## config.mk

```make
export PLATFORM = sky130hd
export DESIGN_NAME = rx_phy_framer_flat
export DESIGN_NICKNAME = d
export VERILOG_FILES = /design/src/rtl/tcpc_pkg.sv /design/src/rtl/rx_phy_framer_if.sv /design/src/rtl/rx_phy_framer_crc32_byte.sv /design/src/rtl/rx_phy_framer.sv /design/src/flat_wrapper.sv
export SDC_FILE = /design/constraint.sdc
export NUM_CORES = 1
export LEC_CHECK = 0
export BUFFER_PORTS_ARGS = -buffer_cell sky130_fd_sc_hd__clkbuf_2
export CAP_MARGIN = 20
export CORE_MARGIN = 5
export CORE_UTILIZATION = 40
export CTS_CLUSTER_DIAMETER = 50
export CTS_CLUSTER_SIZE = 25
export DETAILED_ROUTE_END_ITERATION = 8
export GPL_TIMING_DRIVEN = 0
export SLEW_MARGIN = 15
export SYNTH_ARGS = -nofsm -noshare
export SYNTH_HDL_FRONTEND = slang
export SYNTH_SLANG_ARGS = --single-unit
```

## constraint.sdc

```tcl
create_clock -name clk -period 2.5 [get_ports clk]
set_clock_uncertainty 0.1 [all_clocks]
set_input_delay 0 -clock clk [delete_from_list [all_inputs] [get_ports clk]]
set_output_delay 0 -clock clk [all_outputs]
set_load 0.1 [all_outputs]
```

## src/rtl/tcpc_pkg.sv

```systemverilog
// Shared encodings and constants for the TCPC receive path (state codes, SOP types, CRC-32 constants,
// receive-buffer register offsets).
package tcpc_pkg;

    typedef enum logic [2:0] {
        ST_IDLE     = 3'd0,
        ST_RECEIVE  = 3'd1,
        ST_CHECK    = 3'd2,
        ST_WR_TYPE  = 3'd3,
        ST_WR_COUNT = 3'd4,
        ST_DISCARD  = 3'd5
    } rx_state_t;

    localparam logic [2:0] SOP_TYPE_SOP    = 3'd0;
    localparam logic [2:0] SOP_TYPE_P      = 3'd1;
    localparam logic [2:0] SOP_TYPE_PP     = 3'd2;
    localparam logic [2:0] SOP_TYPE_DBG_P  = 3'd3;
    localparam logic [2:0] SOP_TYPE_DBG_PP = 3'd4;

    // CRC register is kept in the non-reflected orientation; bytes are fed LSB first.
    localparam logic [31:0] CRC_POLY    = 32'h04C11DB7;
    localparam logic [31:0] CRC_RESIDUE = 32'hC704DD7B;
    localparam logic [31:0] CRC_INIT    = 32'hFFFFFFFF;

    localparam logic [7:0] RX_BASE_DFLT   = 8'h30;
    localparam logic [7:0] OFS_BYTE_COUNT = 8'd0;
    localparam logic [7:0] OFS_FRAME_TYPE = 8'd1;
    localparam logic [7:0] OFS_DATA       = 8'd2;

    localparam int MIN_BYTES = 6;
    localparam int CRC_BYTES = 4;

    typedef struct packed {
        logic [7:0] addr;
        logic [7:0] data;
    } bus_wr_t;

endpackage

```

## src/rtl/rx_phy_framer_if.sv

```systemverilog
// Decoded-symbol stream from the BMC/4b5b PHY decoder: master is the decoder, slave is the framer.
interface rx_phy_framer_if;

    logic       phy_sop_valid;
    logic [2:0] phy_sop_type;
    logic       phy_byte_valid;
    logic [7:0] phy_byte;
    logic       phy_eop;
    logic       phy_error;

    modport master (
        output phy_sop_valid,
        output phy_sop_type,
        output phy_byte_valid,
        output phy_byte,
        output phy_eop,
        output phy_error
    );

    modport slave (
        input phy_sop_valid,
        input phy_sop_type,
        input phy_byte_valid,
        input phy_byte,
        input phy_eop,
        input phy_error
    );

endinterface

```

## src/rtl/rx_phy_framer_crc32_byte.sv

```systemverilog
// crc32_byte: combinational one-byte CRC-32 update, byte consumed LSB first, 8 unrolled bit steps.
module crc32_byte
    import tcpc_pkg::*;
(
    input  logic [31:0] crc_in,
    input  logic [7:0]  data_in,
    output logic [31:0] crc_out
);

    logic [31:0] w_c;

    always_comb begin
        w_c = crc_in;
        for (int i = 0; i < 8; i++) begin
            if (w_c[31] ^ data_in[i]) begin
                w_c = {w_c[30:0], 1'b0} ^ CRC_POLY;
            end else begin
                w_c = {w_c[30:0], 1'b0};
            end
        end
        crc_out = w_c;
    end

endmodule

```

## src/rtl/rx_phy_framer.sv

```systemverilog
// rx_phy_framer: SOP filter, CRC-stripping byte writer and CRC-32 checker feeding the TCPCI receive buffer.
// Optional build macro RX_CRC_ERR_CNT_EN adds the saturating crc_err_count output.
module rx_phy_framer
    import tcpc_pkg::*;
#(
    parameter int         MAX_BYTES = 34,
    parameter logic [7:0] RX_BASE   = RX_BASE_DFLT
) (
    input  logic           clk,
    input  logic           reset_n,
    input  logic           cable_reset,
    rx_phy_framer_if.slave phy,
    input  logic [7:0]     RECEIVE_DETECT_IN,
    input  logic           rx_buffer_full,
    output logic           memory_request,
    output logic           RNW,
    output logic [7:0]     DirBus,
    output logic [7:0]     DataBusOut,
    output logic           rx_goodcrc,
    output logic [2:0]     rx_frame_type,
    output logic           idle
`ifdef RX_CRC_ERR_CNT_EN
    ,
    output logic [7:0]     crc_err_count
`endif
);

    localparam int CNT_W = $clog2(MAX_BYTES + 1);

    rx_state_t        r_state, w_nxt_state;
    logic [2:0]       r_type, w_nxt_type;
    logic [CNT_W-1:0] r_count, w_nxt_count;
    logic [31:0]      r_crc, w_nxt_crc, w_crc_upd;
    logic [3:0][7:0]  r_dly, w_nxt_dly;
    logic             r_mreq, w_nxt_mreq;
    bus_wr_t          r_wr, w_nxt_wr;
    logic             r_goodcrc, w_nxt_goodcrc;
    logic [2:0]       r_ftype, w_nxt_ftype;

    logic w_rst;
    logic w_sop_ok;
    logic w_crc_good;

    assign w_rst      = !reset_n || cable_reset;
    assign w_sop_ok   = RECEIVE_DETECT_IN[phy.phy_sop_type] &&
                        (phy.phy_sop_type <= SOP_TYPE_DBG_PP) && !rx_buffer_full;
    assign w_crc_good = (r_crc == CRC_RESIDUE) && (r_count >= CNT_W'(MIN_BYTES));

    crc32_byte u_crc (
        .crc_in  (r_crc),
        .data_in (phy.phy_byte),
        .crc_out (w_crc_upd)
    );

    always_ff @(posedge clk) begin
        if (w_rst) begin
            r_state <= ST_IDLE;
        end else begin
            r_state <= w_nxt_state;
        end
    end

    always_comb begin
        w_nxt_state   = r_state;
        w_nxt_type    = r_type;
        w_nxt_count   = r_count;
        w_nxt_crc     = r_crc;
        w_nxt_dly     = r_dly;
        w_nxt_mreq    = 1'b0;
        w_nxt_wr      = r_wr;
        w_nxt_goodcrc = 1'b0;
        w_nxt_ftype   = r_ftype;

        unique case (r_state)
            ST_IDLE: begin
                if (phy.phy_sop_valid) begin
                    w_nxt_type = phy.phy_sop_type;
                    if (w_sop_ok) begin
                        w_nxt_state = ST_RECEIVE;
                        w_nxt_crc   = CRC_INIT;
                        w_nxt_count = '0;
                        w_nxt_dly   = '0;
                    end else begin
                        w_nxt_state = ST_DISCARD;
                    end
                end
            end

            ST_RECEIVE: begin
                // Error beats a coincident EOP; a second SOP mid-packet is treated as corruption.
                if (phy.phy_error || phy.phy_sop_valid) begin
                    w_nxt_state = ST_DISCARD;
                end else if (phy.phy_eop) begin
                    w_nxt_state = ST_CHECK;
                end else if (phy.phy_byte_valid) begin
                    if (r_count >= CNT_W'(MAX_BYTES)) begin
                        w_nxt_state = ST_DISCARD;
                    end else begin
                        w_nxt_crc   = w_crc_upd;
                        w_nxt_count = r_count + CNT_W'(1);
                        w_nxt_dly   = {r_dly[2:0], phy.phy_byte};
                        // The oldest byte in the 4-deep line can no longer be CRC, so commit it.
                        if (r_count >= CNT_W'(CRC_BYTES)) begin
                            w_nxt_mreq    = 1'b1;
                            w_nxt_wr.addr = RX_BASE + OFS_DATA + 8'(r_count) - 8'(CRC_BYTES);
                            w_nxt_wr.data = r_dly[3];
                        end
                    end
                end
            end

            ST_CHECK: begin
                w_nxt_state = w_crc_good ? ST_WR_TYPE : ST_IDLE;
            end

            ST_WR_TYPE: begin
                w_nxt_mreq    = 1'b1;
                w_nxt_wr.addr = RX_BASE + OFS_FRAME_TYPE;
                w_nxt_wr.data = {5'b0, r_type};
                w_nxt_state   = ST_WR_COUNT;
            end

            ST_WR_COUNT: begin
                // Stored length = frame-type byte + header + data, i.e. received bytes minus CRC plus one.
                w_nxt_mreq    = 1'b1;
                w_nxt_wr.addr = RX_BASE + OFS_BYTE_COUNT;
                w_nxt_wr.data = 8'(r_count) - 8'(CRC_BYTES - 1);
                w_nxt_goodcrc = 1'b1;
                w_nxt_ftype   = r_type;
                w_nxt_state   = ST_IDLE;
            end

            ST_DISCARD: begin
                if (phy.phy_eop || phy.phy_error) begin
                    w_nxt_state = ST_IDLE;
                end
            end

            default: begin
                w_nxt_state = ST_IDLE;
            end
        endcase
    end

    always_ff @(posedge clk) begin
        if (w_rst) begin
            r_type    <= '0;
            r_count   <= '0;
            r_crc     <= CRC_INIT;
            r_dly     <= '0;
            r_mreq    <= 1'b0;
            r_wr      <= '0;
            r_goodcrc <= 1'b0;
            r_ftype   <= '0;
        end else begin
            r_type    <= w_nxt_type;
            r_count   <= w_nxt_count;
            r_crc     <= w_nxt_crc;
            r_dly     <= w_nxt_dly;
            r_mreq    <= w_nxt_mreq;
            r_wr      <= w_nxt_wr;
            r_goodcrc <= w_nxt_goodcrc;
            r_ftype   <= w_nxt_ftype;
        end
    end

`ifdef RX_CRC_ERR_CNT_EN
    logic [7:0] r_err_cnt;
    logic       w_crc_bad;

    assign w_crc_bad = (r_state == ST_CHECK) && !w_crc_good;

    always_ff @(posedge clk) begin
        if (w_rst) begin
            r_err_cnt <= '0;
        end else if (w_crc_bad && (r_err_cnt != 8'hFF)) begin
            r_err_cnt <= r_err_cnt + 8'd1;
        end
    end

    assign crc_err_count = r_err_cnt;
`endif

    assign memory_request = r_mreq;
    assign RNW            = !r_mreq;
    assign DirBus         = r_wr.addr;
    assign DataBusOut     = r_wr.data;
    assign rx_goodcrc     = r_goodcrc;
    assign rx_frame_type  = r_ftype;
    assign idle           = (r_state == ST_IDLE);

endmodule

```

## src/flat_wrapper.sv

```systemverilog
// flat-port wrapper written by rule: the top's interface ports become plain ports
module rx_phy_framer_flat import tcpc_pkg::*;
#(
    parameter int         MAX_BYTES = 34,
    parameter logic [7:0] RX_BASE   = RX_BASE_DFLT
)
  (clk, reset_n, cable_reset, RECEIVE_DETECT_IN, rx_buffer_full, memory_request, RNW, DirBus, DataBusOut, rx_goodcrc, rx_frame_type, idle, phy_phy_sop_valid, phy_phy_sop_type, phy_phy_byte_valid, phy_phy_byte, phy_phy_eop, phy_phy_error);
  rx_phy_framer_if phy_i ();
  input  logic clk;
  input  logic reset_n;
  input  logic cable_reset;
  input  logic [7:0] RECEIVE_DETECT_IN;
  input  logic rx_buffer_full;
  output logic memory_request;
  output logic RNW;
  output logic [7:0] DirBus;
  output logic [7:0] DataBusOut;
  output logic rx_goodcrc;
  output logic [2:0] rx_frame_type;
  output logic idle;
  input wire logic [$bits(phy_i.phy_sop_valid)-1:0] phy_phy_sop_valid;
  input wire logic [$bits(phy_i.phy_sop_type)-1:0] phy_phy_sop_type;
  input wire logic [$bits(phy_i.phy_byte_valid)-1:0] phy_phy_byte_valid;
  input wire logic [$bits(phy_i.phy_byte)-1:0] phy_phy_byte;
  input wire logic [$bits(phy_i.phy_eop)-1:0] phy_phy_eop;
  input wire logic [$bits(phy_i.phy_error)-1:0] phy_phy_error;
  assign phy_i.phy_sop_valid = phy_phy_sop_valid;
  assign phy_i.phy_sop_type = phy_phy_sop_type;
  assign phy_i.phy_byte_valid = phy_phy_byte_valid;
  assign phy_i.phy_byte = phy_phy_byte;
  assign phy_i.phy_eop = phy_phy_eop;
  assign phy_i.phy_error = phy_phy_error;
  rx_phy_framer #(.MAX_BYTES(MAX_BYTES), .RX_BASE(RX_BASE)) u_core (.clk(clk), .reset_n(reset_n), .cable_reset(cable_reset), .phy(phy_i), .RECEIVE_DETECT_IN(RECEIVE_DETECT_IN), .rx_buffer_full(rx_buffer_full), .memory_request(memory_request), .RNW(RNW), .DirBus(DirBus), .DataBusOut(DataBusOut), .rx_goodcrc(rx_goodcrc), .rx_frame_type(rx_frame_type), .idle(idle));
endmodule
```

==> impl_metrics.json <==
{
  "cts_tree": "built",
  "max_slew_margin": 0.425,
  "drive_above_1_share": 0.195,
  "syn_nets": 640,
  "crit_path_max_incr_delay_ps": 530,
  "first_global_vias": 4457,
  "crit_path_top_delay_cell": "dlygate4sd3_1",
  "outcome": "finished with violations",
  "fp.dieH_um": 122,
  "wl_mm": 13.7,
  "fmax_mhz": 405,
  "drc": 0,
  "synth-seq-cells": 97,
  "critPathTopFamily": "compound AO/OA/AOI/OAI gates",
  "power_per_cell_area_nw_per_um2": 559,
  "final_common_cell": "dfxtp_1",
  "hpwl_mm": 9.96,
  "ios": 50,
  "clockBufferDepth": 2,
  "fp-row-count": 40,
  "finalNetCount": 719,
  "leakagePower_nw": 2.27,
  "cts_htree_levels": 3,
  "syn2layout_area_growth_pct": 26.0,
  "synth_warnings": 0,
  "grt_pass1_wl_mm": 22.3,
  "crit_arrival_ps": 2570,
  "synth_seq_area_share": 0.390,
  "syn_avg_cell_area_sq_um": 8.20,
  "clkSlewWorstSetupHoldPaths_ps": 70,
  "synthDistinctLibCells": 54,
  "drtIter0Drc": 283,
  "grt_antenna_before_repair": 0,
  "min_period_over_period": 0.988,
  "io_buffer_count": 46,
  "synth_area_sq_um": 4980,
  "die_x_um": 122,
  "finalSetupViolations": 0,
  "ir_drop_mv": 0.310,
  "core_area_sq_um": 12100,
  "grt_overflow": 0,
  "worst_pin_slew_ps": 857,
  "finalCriticalPeriod_ps": 2470,
  "hold_path_class": "input pin to flip-flop",
  "failed_checks": "hold timing",
  "die-area_sq_um": 14800,
  "hold_viol_final": 1,
  "clk_latency_ps": 350,
  "synth-main-ff-cell": "dfxtp_1",
  "netlist_instances": 607,
  "cts.sinks": 97,
  "path_max_fanout": 6,
  "fin_hold_ws_ps": -3.92,
  "routedWlPerCell_um": 16.0,
  "startpoint_type": "input pin",
  "critPathRequiredTime_ps": 2600,
  "total_power_mw": 3.51,
  "dr.pass1.iters": 5,
  "crit_buf_inv": 4,
  "tns_ps": 0,
  "gp_congestion": 0.914,
  "vias": 4604,
  "place_area_sq_um": 5430,
  "worstPathCellList": "dlygate4sd3_1 -> clkbuf_2 -> or4bb_4 -> a31o_4 -> a2111o_2 -> buf_12 -> buf_12 -> o31ai_2 -> a21oi_1",
  "async_reset_ff_frac": 0,
  "stdcell_area_sq_um": 6270,
  "slew_viol_final": 0,
  "root_buffer": "clkbuf_16",
  "synth_edf_count": 0,
  "num_antenna_cells": 0,
  "end_kind": "flip-flop",
  "path_class": "input pin to flip-flop",
  "cts_buffers": 9,
  "most-common-layout-cells": "dfxtp_1 (95), clkbuf_2 (58), nand2_1 (57), nor2_1 (57), a21oi_1 (56)",
  "initial_core_util": 0.411,
  "grt_start_max_net_pins": 18,
  "worst_path_most_repeated_cell": "buf_12",
  "ant_nets": 0,
  "post_drt_via_cell_ratio": 5.36,
  "maxCapViolCount": 0,
  "grt_use_total": 0.188
}
[metrics by stage]
stage | utilization | setup slack, ps | std cells
after global routing | 0.518 | -33.0 | 859
after global placement | 0.449 | -649 | 821
after CTS | 0.496 | 14.9 | 857
final | 0.518 | 29.2 | 859
after floorplan | - | -6.13 | 607
after detailed placement | 0.449 | -619 | 821
[what timing repair did]
| item | CTS | global route |
|---|---|---|
| cloned | 1 | 2 |
| setup buffers | 5 | 3 |
| gates resized for setup | 34 | 63 |
| endpoints found under the hold margin | 14 | 0 |
| pin swaps | 6 | 7 |
| hold buffers | 14 | 0 |
| endpoints found under the setup margin | 86 | 84 |
[worst paths after layout]
kind,startpoint,endpoint,slack [ps],cells after the start
setup reg to reg,u_core.r_count[2],u_core.r_count[4],40,10
hold / removal,phy_phy_sop_type[0],u_core.r_type[0],-4,3
setup / recovery,phy_phy_sop_type[2],u_core.r_count[4],30,9
hold reg to reg,u_core.DirBus[2],u_core.DirBus[2],350,2
[layer usage]
metal  up-vias  part of all wire  GRT usage
li1       2263                 -          -
met1      2195              0.45      0.246
met2       124              0.48      0.312
met3        22             0.049     0.0297
met4         0             0.020     0.0700
met5         -                 0          0
[registers in the layout (all words and copies together), names as in the netlist]
register and cells:
u_core.rx_frame_type 3, u_core.r_count 6, u_core.r_crc 32, u_core.r_type 3, u_core.rx_goodcrc 1, u_core.memory_request 1
u_core.r_state 3, u_core.DataBusOut 8, u_core.r_dly 32, u_core.DirBus 8
[tightest hold or removal path, stage by stage]
cell	delay [ps]
dlymetal6s4s_1	240
mux2i_1	100
nor2_1	70
[synth_stat cells (4+ instances only)]
cell type	instances	area [sq um]
a21oi_1	56	280
a311oi_1	4	35.0
a31oi_1	8	50.1
and3_1	7	43.8
buf_1	5	18.8
clkbuf_1	41	154
dfxtp_1	97	1940
ha_1	6	75.1
inv_1	9	33.8
mux2i_1	8	80.1
nand2_1	58	218
nand2b_1	7	43.8
nand3_1	41	205
nand4_1	4	25.0
nand4b_1	5	43.8
nor2_1	58	218
nor2b_1	4	25.0
nor3_1	34	170
o21ai_0	34	170
or3_1	4	25.0
xnor2_1	44	385
xnor3_1	6	135
xor2_1	22	193
[cell families (layout without fill, tap and decap cells)]
kind of cell	count (synthesis)	count (layout)	share of synthesized area
adders and majority gates	6	6	0.0151
muxes	10	10	0.0206
AOI/OAI and AO/OA	125	125	0.149
xor gates and xnor gates	76	76	0.156
DFF	97	97	0.390
and+or+nand+nor	236	236	0.226
buffers and inverters	57	141	0.0435
[report_power, final]
part           switching (mW)  leakage (nW)  internal (mW)
registers             0.00888         0.785           1.55
clock network           0.625         0.141          0.685
logic                   0.374          1.35          0.260
total                    1.01          2.27           2.50
[cell type report]
type	count	area, sq um
Clock buffer	9	225
Tap cell	168	210
Multi-Input combinational cell	453	3030
Buffer	47	272
Inverter	9	36.3
Fill cell	1195	5840
Sequential cell	97	1950
Clock inverter	7	53.8
Timing Repair Buffer	69	499
(Power assumes the default switching activity.)
